### config.mk
export PLATFORM = sky130hd
export DESIGN_NAME = uart_rx
export DESIGN_NICKNAME = d
export VERILOG_FILES = /design/src/rtl/uart_pkg.sv /design/src/rtl/uart_rx_sync.sv /design/src/rtl/uart_rx.sv
export SDC_FILE = /design/constraint.sdc
export NUM_CORES = 1
export LEC_CHECK = 0
export BUFFER_PORTS_ARGS = -buffer_cell sky130_fd_sc_hd__buf_2
export CAP_MARGIN = 20
export CORE_MARGIN = 3
export CORE_UTILIZATION = 25
export CTS_CLUSTER_DIAMETER = 200
export DETAILED_ROUTE_END_ITERATION = 12
export PLACE_DENSITY = 0.51
export SYNTH_ARGS = -nofsm -noshare
export SYNTH_HDL_FRONTEND = slang
export SYNTH_SLANG_ARGS = --single-unit
### constraint.sdc
create_clock -name clk -period 3.7 [get_ports clk]
set_input_delay 0.37 -clock clk [delete_from_list [all_inputs] [get_ports clk]]
set_output_delay 0.37 -clock clk [all_outputs]
set_load 0.1 [all_outputs]
### src/rtl/uart_pkg.sv
// Shared UART receive definitions: FSM state encoding, oversample ratio
// and the helper that right-justifies the assembled shift register.
package uart_pkg;

  // s_ticks per bit period; start-bit mid-point is half of that
  localparam int OVERSAMPLE = 16;
  localparam int HALF_BIT   = OVERSAMPLE / 2;

  typedef enum logic [1:0] {
    ST_IDLE,
    ST_START,
    ST_DATA,
    ST_STOP
  } rx_state_t;

  // Bits enter at the MSB and shift right, so a short frame sits in the
  // upper bits; move it down and leave the unused MSBs zero.
  function automatic logic [7:0] rx_align(input logic [7:0] sr, input int nbits);
    return sr >> (8 - nbits);
  endfunction

endpackage

### src/rtl/uart_rx_sync.sv
// Two-flop synchronizer for the asynchronous serial line. Both flops
// reset to 1 so the line reads as idle while and right after reset.
module uart_rx_sync (
  input  logic clk,
  input  logic reset,
  input  logic d,
  output logic q
);

  logic meta;

  // two back-to-back flops, idle-high reset value
  always_ff @(posedge clk or posedge reset) begin
    if (reset) begin
      meta <= 1'b1;
      q    <= 1'b1;
    end else begin
      meta <= d;
      q    <= meta;
    end
  end

endmodule

### src/rtl/uart_rx.sv
// UART receiver, 16x oversampled, LSB first. Samples each data bit at its
// mid-point (8 s_ticks after the start edge, then every 16). Optional
// stop-bit checking is enabled with the macro UART_RX_FRAME_ERR_EN, which
// also adds the frame_err output.
module uart_rx
  import uart_pkg::*;
#(
  parameter int DATA_BIT = 8,
  parameter int STOP_BIT = 1
) (
  input  logic       clk,
  input  logic       reset,
  input  logic       s_tick,
  input  logic       rx,
  output logic       rx_done_tick,
  output logic [7:0] rx_data
`ifdef UART_RX_FRAME_ERR_EN
  ,
  output logic       frame_err
`endif
);

  // terminal counts for each phase of the frame
  localparam logic [4:0] S_START_LAST = 5'(HALF_BIT - 1);
  localparam logic [4:0] S_BIT_LAST   = 5'(OVERSAMPLE - 1);
  localparam logic [4:0] S_STOP_LAST  = 5'(STOP_BIT * OVERSAMPLE - 1);
  localparam logic [2:0] N_LAST       = 3'(DATA_BIT - 1);

  logic       rx_s;
  rx_state_t  state_q, state_d;
  logic [4:0] s_q, s_d;
  logic [2:0] n_q, n_d;
  logic [7:0] b_q, b_d;
  logic       done_d;
`ifdef UART_RX_FRAME_ERR_EN
  logic       err_q, err_d;
`endif

  uart_rx_sync u_sync (
    .clk  (clk),
    .reset(reset),
    .d    (rx),
    .q    (rx_s)
  );

  // FSM and datapath registers
  always_ff @(posedge clk or posedge reset) begin
    if (reset) begin
      state_q <= ST_IDLE;
      s_q     <= '0;
      n_q     <= '0;
      b_q     <= '0;
`ifdef UART_RX_FRAME_ERR_EN
      err_q   <= 1'b0;
`endif
    end else begin
      state_q <= state_d;
      s_q     <= s_d;
      n_q     <= n_d;
      b_q     <= b_d;
`ifdef UART_RX_FRAME_ERR_EN
      err_q   <= err_d;
`endif
    end
  end

  // next-state: hunt for start edge, confirm at mid-start, sample data, time stop
  always_comb begin
    state_d = state_q;
    s_d     = s_q;
    n_d     = n_q;
    b_d     = b_q;
    done_d  = 1'b0;
`ifdef UART_RX_FRAME_ERR_EN
    err_d   = err_q;
`endif
    case (state_q)
      ST_IDLE: begin
        // s_tick is irrelevant here; the edge itself starts the count
        if (!rx_s) begin
          state_d = ST_START;
          s_d     = '0;
        end
      end
      ST_START: begin
        if (s_tick) begin
          if (s_q == S_START_LAST) begin
            s_d = '0;
            if (!rx_s) begin
              state_d = ST_DATA;
              n_d     = '0;
            end else begin
              // line went back high before mid-start: treat as a glitch
              state_d = ST_IDLE;
            end
          end else begin
            s_d = s_q + 5'd1;
          end
        end
      end
      ST_DATA: begin
        if (s_tick) begin
          if (s_q == S_BIT_LAST) begin
            b_d = {rx_s, b_q[7:1]};
            s_d = '0;
            if (n_q == N_LAST) begin
              state_d = ST_STOP;
`ifdef UART_RX_FRAME_ERR_EN
              err_d   = 1'b0;
`endif
            end else begin
              n_d = n_q + 3'd1;
            end
          end else begin
            s_d = s_q + 5'd1;
          end
        end
      end
      ST_STOP: begin
        if (s_tick) begin
`ifdef UART_RX_FRAME_ERR_EN
          // every stop-bit mid-point lands on s = 15 or 31
          if ((s_q[3:0] == S_BIT_LAST[3:0]) && !rx_s)
            err_d = 1'b1;
`endif
          if (s_q == S_STOP_LAST) begin
            // finish at the last stop mid-point so a back-to-back start
            // edge half a bit later is still caught
            state_d = ST_IDLE;
            s_d     = '0;
            done_d  = 1'b1;
          end else begin
            s_d = s_q + 5'd1;
          end
        end
      end
      default: state_d = ST_IDLE;
    endcase
  end

  // completion: one-clk pulse and data load on the clk after the final stop tick
  always_ff @(posedge clk or posedge reset) begin
    if (reset) begin
      rx_done_tick <= 1'b0;
      rx_data      <= '0;
    end else begin
      rx_done_tick <= done_d;
      if (done_d)
        rx_data <= rx_align(b_q, DATA_BIT);
    end
  end

`ifdef UART_RX_FRAME_ERR_EN
  // frame error pulse, aligned with rx_done_tick
  always_ff @(posedge clk or posedge reset) begin
    if (reset)
      frame_err <= 1'b0;
    else
      frame_err <= done_d & err_d;
  end
`endif

endmodule

==> flow_summary.rst, run 1 <==
.. list-table::
   :header-rows: 1

   * - Metric
     - Value
   * - Final slew viol count
     - 0
   * - Die Outline Area
     - between 6000 and 7000 um^2
   * - Critical path's largest stage delay
     - 0.40 ns
   * - Part of the power in combinational logic
     - 0.142
   * - Proportion of layout cells with a drive suffix above 1
     - 0.375
   * - Antenna Violating Nets Remaining
     - 0
   * - Synthesis-stage register bit count
     - 29
   * - Critical setup path kind
     - reg -> reg
   * - Die outline height
     - 78.7 um
   * - Starting utilization of the core area
     - 0.269
   * - Period Utilization, post-route
     - 0.482
   * - Leakage power total
     - between 0.8 and 0.9 nW
   * - Worst Setup End Kind
     - flip-flop
   * - Final setup viols
     - 0
   * - Unrepaired setup endpoints after global routing
     - false
   * - Dominant register cell in the synthesized netlist
     - sky130_fd_sc_hd__dfrtp_1
   * - Number of clock sinks
     - 29
   * - Internal power consumption
     - between 600 and 700 uW
   * - Net Count, Synth
     - 111
   * - Area growth from synthesis to final layout
     - 19.5%
   * - Sequential share of power
     - 0.471
   * - CP Max Fanout
     - 3
   * - GR Util All Layers
     - 0.0911
   * - Router iterations before antenna repair
     - 4
   * - Post-synth EDFFs
     - 0
   * - Clock tree from TritonCTS
     - built
   * - Cell chain of the critical path
     - ha_1 > ha_1 > or2b_1 > a21oi_1 > o211ai_1 > a22o_1
   * - Hold/Removal Path Class
     - in -> async
   * - Number of warnings issued by yosys
     - 0
   * - Buffer count from post-CTS setup fixing
     - 0
   * - Maximum count of clock buffers along a single path
     - 2
   * - Count of buffer and inverter cells on the critical path
     - 0
   * - Number of H-tree levels
     - 2
   * - GP Congestion
     - 0.769
   * - Outcome
     - finished, final reports clean
   * - Sequential element share of the synthesized area
     - 0.551
   * - Fin crit period
     - about 1.8 ns
   * - Clock skew after layout
     - 0.00904 ns
   * - Net switching power of the design
     - around 230 uW
   * - Count of unique library cells instantiated by Yosys
     - 34
   * - Commonest cells in the synthesized netlist
     - sky130_fd_sc_hd__dfrtp_1 (27), sky130_fd_sc_hd__mux2_2 (17), sky130_fd_sc_hd__a21oi_1 (6), sky130_fd_sc_hd__inv_1 (6)
   * - Total Wirelength
     - 2340 um
   * - Ports placed on the boundary
     - 13
   * - Largest net degree at the start of global routing
     - 17
   * - Horiz. Die Dim
     - roughly 80 um
   * - Count of buffers from port buffering
     - 12
   * - Clock share of power
     - 0.387
   * - Total of fill cells in the finished design
     - 509
   * - Largest voltage drop on the vdd net
     - about 0.00023 V
   * - Final #Nets
     - between 100 and 150
   * - Via count
     - 856
   * - Share of Yosys cell area claimed by the top area cell type
     - 0.511
   * - PostCTS Resize Cnt
     - 0
   * - Number of global-route vias before repair
     - roughly 960
   * - WHS
     - 0.162 ns
   * - Switching power as a share of total power
     - 0.267
   * - FFs w/ async S/R, synth
     - 1.00
   * - Logic depth of the worst register-to-register path
     - 6
   * - Average wire length per cell after detail routing
     - between 10 and 15 um
   * - Areal power density over the cells
     - 549 nW/um^2
   * - Endpoints failing hold
     - 0
   * - Crit path arrival time
     - 1.94 ns
   * - CTS clock-pin slew for the worst setup and hold paths
     - 0.07 ns
   * - Diode insertion count for antenna repair
     - 0
   * - Synth Area per Inst
     - 12.8 um^2
   * - Synthesized netlist cell count
     - slightly above 100
   * - Gate family responsible for the most delay along the worst path
     - compound AO/OA/AOI/OAI gates
   * - Remaining Overflow, GRT
     - 0
   * - Most used standard cell by instance count after synthesis
     - sky130_fd_sc_hd__dfrtp_1
   * - Count of standard-cell rows
     - 25
   * - Post-Syn Area
     - 1320 um^2
   * - Slew @ Worst Pin
     - 0.623 ns
   * - CP Data Required Time
     - 3.86 ns
   * - Yosys top cell by area
     - sky130_fd_sc_hd__dfrtp_1
   * - Placeable core region
     - 4910 um^2
   * - Sum of net half-perimeters after detailed placement
     - 1630 um
   * - Setup crit start kind
     - flip-flop
   * - Post-CTS Hold Buffers
     - 0
   * - Util after Layout
     - 0.322
   * - CP dominant cell by count
     - sky130_fd_sc_hd__ha_1
   * - Root Buffer
     - sky130_fd_sc_hd__clkbuf_8
   * - Slack of the worst reg-to-reg path
     - 1.92 ns
   * - Cells taking the most area after synthesis
     - sky130_fd_sc_hd__dfrtp_1 (51%), sky130_fd_sc_hd__mux2_2 (14%), sky130_fd_sc_hd__dfstp_2 (4.0%), sky130_fd_sc_hd__ha_1 (3.8%), sky130_fd_sc_hd__a21oi_1 (2.3%)
   * - First-pass GRT wire length
     - 4400 um
   * - Startpoint of the most critical register-to-register path
     - n_q[0]$_DFFE_PP0P_
   * - Initial DRC Count
     - 36
   * - Number of violations of the max-capacitance limit
     - 0
   * - Max Clock Freq
     - 0.561 GHz
   * - Antenna violations before repair
     - 0
   * - Final setup TNS
     - 0 ns
   * - Worst skew pair latency
     - roughly 0.28 ns
   * - DRC
     - 0
   * - Number of buffers created by CTS
     - 5
   * - Average via count per standard cell
     - 4.58
   * - Crit-path slowest cell
     - sky130_fd_sc_hd__dfrtp_1
   * - Max-slew headroom at the worst pin
     - 0.584
   * - Worst flop-to-flop path endpoint
     - n_q[0]$_DFFE_PP0P_
sequential cells by signal (all words and copies together) (netlist names), named ones only:
name and cells:
b_q 8, rx_data 8, s_q 5, n_q 3, rx_done_tick 1, state_q 1
u_sync.meta 1, u_sync.q 1
power groups by stage:
stage               Clock, mW  Combinational [mW]  Sequential, mW
global route            0.364               0.145           0.415
global placement            0               0.118           0.412
floorplan                   0               0.132           0.378
CTS                     0.347               0.126           0.408
detailed placement          0               0.124           0.414
finish                  0.336               0.124           0.409
metrics by stage:
stage	cells	instance area (um^2)	setup slack [ns]	total power, mW
2_1_floorplan	103	1320	2.08	0.510
3_3_place_gp	178	1450	1.96	0.530
3_5_place_dp	179	1460	1.92	0.537
4_1_cts	187	1580	1.90	0.880
5_1_grt	187	1580	1.78	0.924
6_report	187	1580	1.92	0.868
worst reg2reg max path: stages, from the launching register on:
cell and delay, ns:
sky130_fd_sc_hd__dfrtp_1 0.40, sky130_fd_sc_hd__ha_1 0.21, sky130_fd_sc_hd__ha_1 0.22, sky130_fd_sc_hd__or2b_1 0.23, sky130_fd_sc_hd__a21oi_1 0.15, sky130_fd_sc_hd__o211ai_1 0.19, sky130_fd_sc_hd__a22o_1 0.28
logic make-up after synthesis:
| group | count (synthesis) | share of synthesized area |
|---|---|---|
| DFF | 29 | 0.551 |
| xor gates and xnor gates | 1 | 0.00662 |
| AOI/OAI and AO/OA | 21 | 0.112 |
| and+or+nand+nor | 19 | 0.103 |
| adders and majority gates | 4 | 0.0378 |
| buffers and inverters | 10 | 0.0303 |
| muxes | 19 | 0.160 |
area by class of cell:
class,instances,area (um^2),share of cell area
timing repair buffer,13,75.1,0.0475
multi-input combinational,64,554,0.351
sequential,29,728,0.461
clock buffer,7,86.3,0.0546
inverter,6,22.5,0.0143
tap,67,83.8,0.0530
clock inverter,1,30.0,0.0190
metal layers:
layer | GRT usage | wire, um | up-vias
met5 | 0 | 0 | -
met4 | 0.0437 | 39 | 0
met3 | 0.0374 | 121 | 6
met2 | 0.141 | 1080 | 24
met1 | 0.110 | 1100 | 422
li1 | - | - | 404
cells in the final DEF, fill, tap and decap left out, types with 2 or more instances in the layout:
master	synthesis	routed
sky130_fd_sc_hd__clkbuf_8	0	6
sky130_fd_sc_hd__nand2_1	4	4
sky130_fd_sc_hd__a22o_1	3	3
sky130_fd_sc_hd__nor2_1	3	3
sky130_fd_sc_hd__buf_2	1	12
sky130_fd_sc_hd__ha_1	4	4
sky130_fd_sc_hd__mux2i_1	2	2
sky130_fd_sc_hd__inv_1	6	6
sky130_fd_sc_hd__dfstp_2	2	2
sky130_fd_sc_hd__o21ai_0	2	2
sky130_fd_sc_hd__mux2_2	17	17
sky130_fd_sc_hd__nand3_1	3	3
sky130_fd_sc_hd__a21oi_1	6	6
sky130_fd_sc_hd__o211ai_1	2	2
sky130_fd_sc_hd__dfrtp_1	27	27
worst max path at each step:
stage	slack [ns]	cells after the start	startpoint	to
6_report	1.92	6	n_q[0]$_DFFE_PP0P_	n_q[0]$_DFFE_PP0P_
5_1_grt	1.78	6	n_q[0]$_DFFE_PP0P_	n_q[0]$_DFFE_PP0P_
4_1_cts	1.90	6	n_q[0]$_DFFE_PP0P_	n_q[0]$_DFFE_PP0P_
3_5_place_dp	1.92	6	n_q[0]$_DFFE_PP0P_	n_q[0]$_DFFE_PP0P_
3_3_place_gp	1.96	6	n_q[0]$_DFFE_PP0P_	n_q[0]$_DFFE_PP0P_
2_1_floorplan	2.08	6	n_q[0]$_DFFE_PP0P_	n_q[0]$_DFFE_PP0P_
Power figures use the tool's default switching activity.
==> run 2: changes to the inputs <==
==> constraint.sdc (replaced) <==
create_clock -name clk -period 1.8 [get_ports clk]
set_input_delay 0.18 -clock clk [delete_from_list [all_inputs] [get_ports clk]]
set_output_delay 0.18 -clock clk [all_outputs]
set_load 0.1 [all_outputs]
==> run 2 against run 1 <==
Against the previous run:
- count of clock-buffer cells in the layout stayed put
- hold slack improved by 0.13 ns
- clock skew is 0.0046 ns lower
==> flow_summary.rst, run 2 (synthesis results as in run 1) <==
.. list-table::
   :header-rows: 1

   * - Metric
     - Value
   * - Average wire length per cell after detail routing
     - approximately 12 um
   * - First-pass GRT wire length
     - 4450 um
   * - Starting utilization of the core area
     - 0.269
   * - Area growth from synthesis to final layout
     - 24.4%
   * - CP Max Fanout
     - 8
   * - CP Data Required Time
     - between 1.5 and 2 ns
   * - Clock share of power
     - 0.377
   * - GP Congestion
     - 0.759
   * - CTS clock-pin slew for the worst setup and hold paths
     - ~0.060 ns
   * - Max Clock Freq
     - 0.591 GHz
   * - Final design area excluding fillers
     - about 1600 um^2
   * - Count of standard-cell rows
     - 25
   * - Final #Nets
     - around 130
   * - Net switching power of the design
     - 479 uW
   * - Router iterations before antenna repair
     - 4
   * - Largest net degree at the start of global routing
     - 30
   * - Number of clock sinks
     - 29
   * - Antenna violations before repair
     - 0
   * - Clock tree from TritonCTS
     - built
   * - Total power
     - 1.82 mW
   * - Die Outline Area
     - 6200 um^2
   * - GR Util All Layers
     - 0.0939
   * - Switching power as a share of total power
     - 0.263
   * - Proportion of layout cells with a drive suffix above 1
     - 0.402
   * - Placement Cell Area
     - ~1500 um^2
   * - Period Utilization, post-route
     - 0.939
   * - Ports placed on the boundary
     - 13
   * - Slew @ Worst Pin
     - 0.489 ns
   * - Worst Setup End Kind
     - flip-flop
   * - Average via count per standard cell
     - 4.44
   * - Worst skew pair latency
     - 0.28 ns
   * - Clock skew after layout
     - 0.00446 ns
   * - Areal power density over the cells
     - 1100 nW/um^2
   * - Internal power consumption
     - 1.34 mW
   * - Count of buffers from port buffering
     - 12
   * - Crit path arrival time
     - 1.85 ns
   * - Total Wirelength
     - 2380 um
   * - Fin crit period
     - 1.69 ns
   * - Placeable core region
     - 4910 um^2
   * - Setup crit start kind
     - flip-flop
   * - Sequential share of power
     - 0.442
   * - Hold/Removal Path Class
     - in -> reg
   * - Initial DRC Count
     - 46
   * - Antenna Violating Nets Remaining
     - 0
   * - Die outline height
     - 78.7 um
   * - Largest voltage drop on the vdd net
     - 0.000572 V
   * - Via count
     - 861
   * - Part of the power in combinational logic
     - 0.180
   * - Horiz. Die Dim
     - 78.7 um
   * - Leading cell type in the layout, fill and taps excluded
     - sky130_fd_sc_hd__dfrtp_1
   * - Number of buffers created by CTS
     - 5
   * - Largest registers
     - b_q: 8 flops, rx_data: 8 flops, s_q: 5 flops
   * - Root Buffer
     - sky130_fd_sc_hd__clkbuf_8
   * - Outcome
     - finished, final reports clean
   * - Final slew viol count
     - 0
   * - Diode insertion count for antenna repair
     - 0
   * - DRC
     - 0
   * - Smallest setup slack after layout
     - 0.109 ns
   * - Leakage power total
     - 0.838 nW
   * - Final setup TNS
     - 0 ns
   * - Util after Layout
     - 0.335
   * - Endpoints failing hold
     - 0
   * - Sum of net half-perimeters after detailed placement
     - between 1500 and 2000 um
   * - Maximum count of clock buffers along a single path
     - 2
   * - Worst slack at placement
     - around 0.063 ns
   * - Number of H-tree levels
     - 2
   * - Remaining Overflow, GRT
     - 0
   * - Final setup viols
     - 0
   * - Critical setup path kind
     - reg -> reg
   * - Commonest cells after routing, fill and taps aside
     - sky130_fd_sc_hd__dfrtp_1 (27), sky130_fd_sc_hd__mux2_2 (17), sky130_fd_sc_hd__buf_2 (12)
   * - Number of violations of the max-capacitance limit
     - 0
   * - Max-slew headroom at the worst pin
     - 0.676
   * - Unrepaired setup endpoints after global routing
     - false
   * - Number of global-route vias before repair
     - 951
[run 2: layout make-up]
type,instances,area [um^2]
clock buffers,7,86.3
clock inverters,1,30.0
fillers,502,3270
inverters,6,22.5
multi-input cells,64,557
flip-flops and latches,29,728
well taps,67,83.8
repair buffers,20,138
[run 2: worst max-delay path: stages, from the launching register on]
cell and delay, ns:
sky130_fd_sc_hd__dfrtp_1 0.37, sky130_fd_sc_hd__ha_1 0.28, sky130_fd_sc_hd__nand4b_4 0.18, sky130_fd_sc_hd__nor3_4 0.26, sky130_fd_sc_hd__buf_12 0.16, sky130_fd_sc_hd__mux2_2 0.33
[run 2: timing repair]
item / in CTS / in global routing
hold buffers: 2 / 0
buffers inserted: 0 / 1
gates resized for setup: 0 / 1
hold endpoints to repair: 28 / 0
setup endpoints to repair: 0 / 1
[run 2: metal layers]
layer / track usage / routed length, um / up-vias / part of all wire
met1: 0.106 / 1040 / 425 / 0.44
met4: 0.0472 / 23 / 0 / 0.0096
met5: 0 / 0 / - / 0
met2: 0.154 / 1210 / 14 / 0.51
li1: - / - / 418 / -
met3: 0.0351 / 112 / 4 / 0.047
[run 2: power by group through the flow]
stage               clock network [mW]  logic [mW]  registers, mW
floorplan                            0       0.271          0.778
global placement                     0       0.314          0.811
detailed placement                   0       0.327          0.816
CTS                              0.710       0.333          0.806
global route                     0.743       0.379          0.819
finish                           0.686       0.328          0.804
[run 2: worst paths after layout]
kind / cells past startpoint / endpoint / slack (ns) / from
max: 5 / b_q[6]$_DFFE_PP0P_ / 0.11 / s_q[1]$_DFFE_PP0P_
min: 3 / s_q[2]$_DFFE_PP0P_ / 0.29 / s_tick
max reg2reg: 5 / b_q[6]$_DFFE_PP0P_ / 0.11 / s_q[1]$_DFFE_PP0P_
max in group asynchronous: 4 / u_sync.meta$_DFF_PP1_ / 0.99 / reset
min reg2reg: 0 / u_sync.q$_DFF_PP1_ / 0.36 / u_sync.meta$_DFF_PP1_
min in group asynchronous: 4 / rx_data[6]$_DFFE_PP0P_ / 0.51 / reset
[run 2: stage by stage]
stage	hold WS (ns)	std cells
6_report	0.291	194
5_1_grt	0.300	194
4_1_cts	0.274	193
3_5_place_dp	0.271	183
3_3_place_gp	0.270	183
2_1_floorplan	0.184	103
==> run 3: changes to the inputs <==
--- a/config.mk
+++ b/config.mk
@@ -7,6 +7,7 @@
 export LEC_CHECK = 0
 export BUFFER_PORTS_ARGS = -buffer_cell sky130_fd_sc_hd__buf_2
 export CAP_MARGIN = 20
+export CORE_ASPECT_RATIO = 0.6
 export CORE_MARGIN = 3
 export CORE_UTILIZATION = 25
 export CTS_CLUSTER_DIAMETER = 200
==> run 3 against run 2 <==
Against the previous run:
- largest cell class unchanged
- sequential share of layout area about the same
- combinational power decreased by 2%
- critical path type unchanged
- cell count decreased by 2.6%
- first-iteration DRC count increased by 8.7%
- highest routed layer unchanged
- register-to-register slack got worse by 0.02 ns
- non-clock buffer count decreased by 1
==> flow_summary.rst, run 3 (synthesis results as in run 1) <==
.. list-table::
   :header-rows: 1

   * - Metric
     - Value
   * - Outcome
     - finished, final reports clean
   * - Worst Setup End Kind
     - flip-flop
   * - Total power
     - 1.85 mW
   * - Number of buffers created by CTS
     - 5
   * - Hold/Removal Path Class
     - in -> reg
   * - Count of buffer and inverter cells on the critical path
     - 0
   * - Final setup TNS
     - 0 ns
   * - Die Outline Area
     - 6230 um^2
   * - Util after Layout
     - 0.341
   * - DRC
     - 0
   * - Root Buffer
     - sky130_fd_sc_hd__clkbuf_8
   * - Period Utilization, post-route
     - 0.948
   * - Starting utilization of the core area
     - 0.274
   * - Sum of net half-perimeters after detailed placement
     - 1710 um
   * - Via count
     - 861
   * - Setup crit start kind
     - flip-flop
   * - Final slew viol count
     - 0
   * - Endpoints failing hold
     - 0
   * - Die outline height
     - 62.3 um
   * - Crit-path slowest cell
     - sky130_fd_sc_hd__dfrtp_1
   * - Horiz. Die Dim
     - 99.9 um
   * - Clock skew after layout
     - 0.00401 ns
   * - Unrepaired setup endpoints after global routing
     - false
   * - Startpoint of the most critical register-to-register path
     - s_q[0]$_DFFE_PP0P_
   * - CP Max Fanout
     - 4
   * - Clock tree from TritonCTS
     - built
   * - Leading cell type in the layout, fill and taps excluded
     - sky130_fd_sc_hd__dfrtp_1
   * - Worst skew pair latency
     - 0.28 ns
   * - Areal power density over the cells
     - 1120 nW/um^2
   * - Critical path's largest stage delay
     - 0.38 ns
   * - Proportion of layout cells with a drive suffix above 1
     - 0.413
   * - Critical setup path kind
     - reg -> reg
   * - Antenna Violating Nets Remaining
     - 0
   * - Hold Crit Start
     - s_tick
   * - Number of clock sinks
     - 29
   * - Final setup viols
     - 0
   * - Remaining Overflow, GRT
     - 0
   * - Antenna violations before repair
     - 0
   * - First-pass GRT wire length
     - around 4100 um
   * - Largest registers
     - b_q: 8 flops, rx_data: 8 flops, s_q: 5 flops
   * - Total Wirelength
     - 2480 um
   * - Router iterations before antenna repair
     - 4
   * - Placeable core region
     - between 4000 and 5000 um^2
   * - CP Data Required Time
     - 1.97 ns
   * - Ports placed on the boundary
     - 13
   * - Max-slew headroom at the worst pin
     - 0.677
   * - Count of standard-cell rows
     - 19
   * - GP Congestion
     - roughly 0.73
   * - Commonest cells after routing, fill and taps aside
     - sky130_fd_sc_hd__dfrtp_1 (27), sky130_fd_sc_hd__mux2_2 (17), sky130_fd_sc_hd__buf_2 (12)
   * - Crit path from
     - s_q[0]$_DFFE_PP0P_
   * - Cell chain of the critical path
     - ha_1 > nand3b_1 > o21a_1 > o221a_2 > mux2_2
   * - Number of H-tree levels
     - 2
   * - GR Util All Layers
     - 0.0864
   * - Largest voltage drop on the vdd net
     - 0.000424 V
   * - Final #Nets
     - 133
   * - Maximum count of clock buffers along a single path
     - 2
   * - Slack of the worst reg-to-reg path
     - 0.09 ns
   * - Largest net degree at the start of global routing
     - 30
   * - Average via count per standard cell
     - 4.56
   * - Number of violations of the max-capacitance limit
     - 0
   * - Diode insertion count for antenna repair
     - 0
   * - Leakage power total
     - 0.831 nW
   * - Count of buffers from port buffering
     - 12
   * - Fin crit period
     - 1.71 ns
   * - Crit path arrival time
     - 1.88 ns
   * - Initial DRC Count
     - 50
   * - CTS clock-pin slew for the worst setup and hold paths
     - approximately 0.070 ns
   * - Slew @ Worst Pin
     - 0.489 ns
   * - Max Clock Freq
     - roughly 0.59 GHz
   * - Area growth from synthesis to final layout
     - 24.5%
   * - Number of global-route vias before repair
     - 839
   * - Gate family responsible for the most delay along the worst path
     - compound AO/OA/AOI/OAI gates
   * - Average wire length per cell after detail routing
     - 13.1 um
[run 3: where the power goes]
| group | switching (mW) | internal, mW | leakage [nW] |
|---|---|---|---|
| Combinational | 0.162 | 0.160 | 0.400 |
| Sequential | 0.0885 | 0.721 | 0.373 |
| Clock | 0.265 | 0.450 | 0.0574 |
[run 3: through the flow]
step / setup WS, ns / cells / hold slack [ns] / area (um^2)
after floorplan: 0.176 / 103 / 0.184 / 1320
after global placement: 0.125 / 178 / 0.269 / 1490
after detailed placement: 0.0281 / 178 / 0.280 / 1490
after CTS: 0.00180 / 188 / 0.293 / 1630
after global routing: 0.0120 / 189 / 0.302 / 1650
final: 0.0936 / 189 / 0.295 / 1650
[run 3: routing by layer]
metal / global-route usage / wire length [um]
met5: 0 / 0
met4: 0.0460 / 29
met3: 0.0414 / 171
met2: 0.105 / 988
met1: 0.122 / 1290
[run 3: worst paths after layout]
check,to,cells past startpoint
worst min-delay path,s_q[2]$_DFFE_PP0P_,3
worst max register to register,s_q[0]$_DFFE_PP0P_,5
min in group asynchronous,s_q[4]$_DFFE_PP0P_,4
max in group asynchronous,u_sync.q$_DFF_PP1_,4
worst min register to register,u_sync.q$_DFF_PP1_,0
worst max-delay path,s_q[0]$_DFFE_PP0P_,5
[run 3: cell type report]
class                      instances  area, um^2
clock buffer                       6        82.6
clock inverter                     2        37.5
fill                             477        3180
inverter                           6        22.5
multi-input combinational         64         567
sequential                        29         728
tap                               63        78.8
timing repair buffer              19         130
[run 3: worst min-delay path: stages]
cell and delay, ns:
sky130_fd_sc_hd__buf_2 0.15, sky130_fd_sc_hd__o211ai_1 0.11, sky130_fd_sc_hd__o21ai_0 0.09
[run 3: what timing repair did]
action | CTS | global route
hold endpoints to repair | 28 | 0
setup endpoints to repair | 0 | 9
hold buffers | 2 | 0
setup buffers | 0 | 1
gates resized for setup | 0 | 3
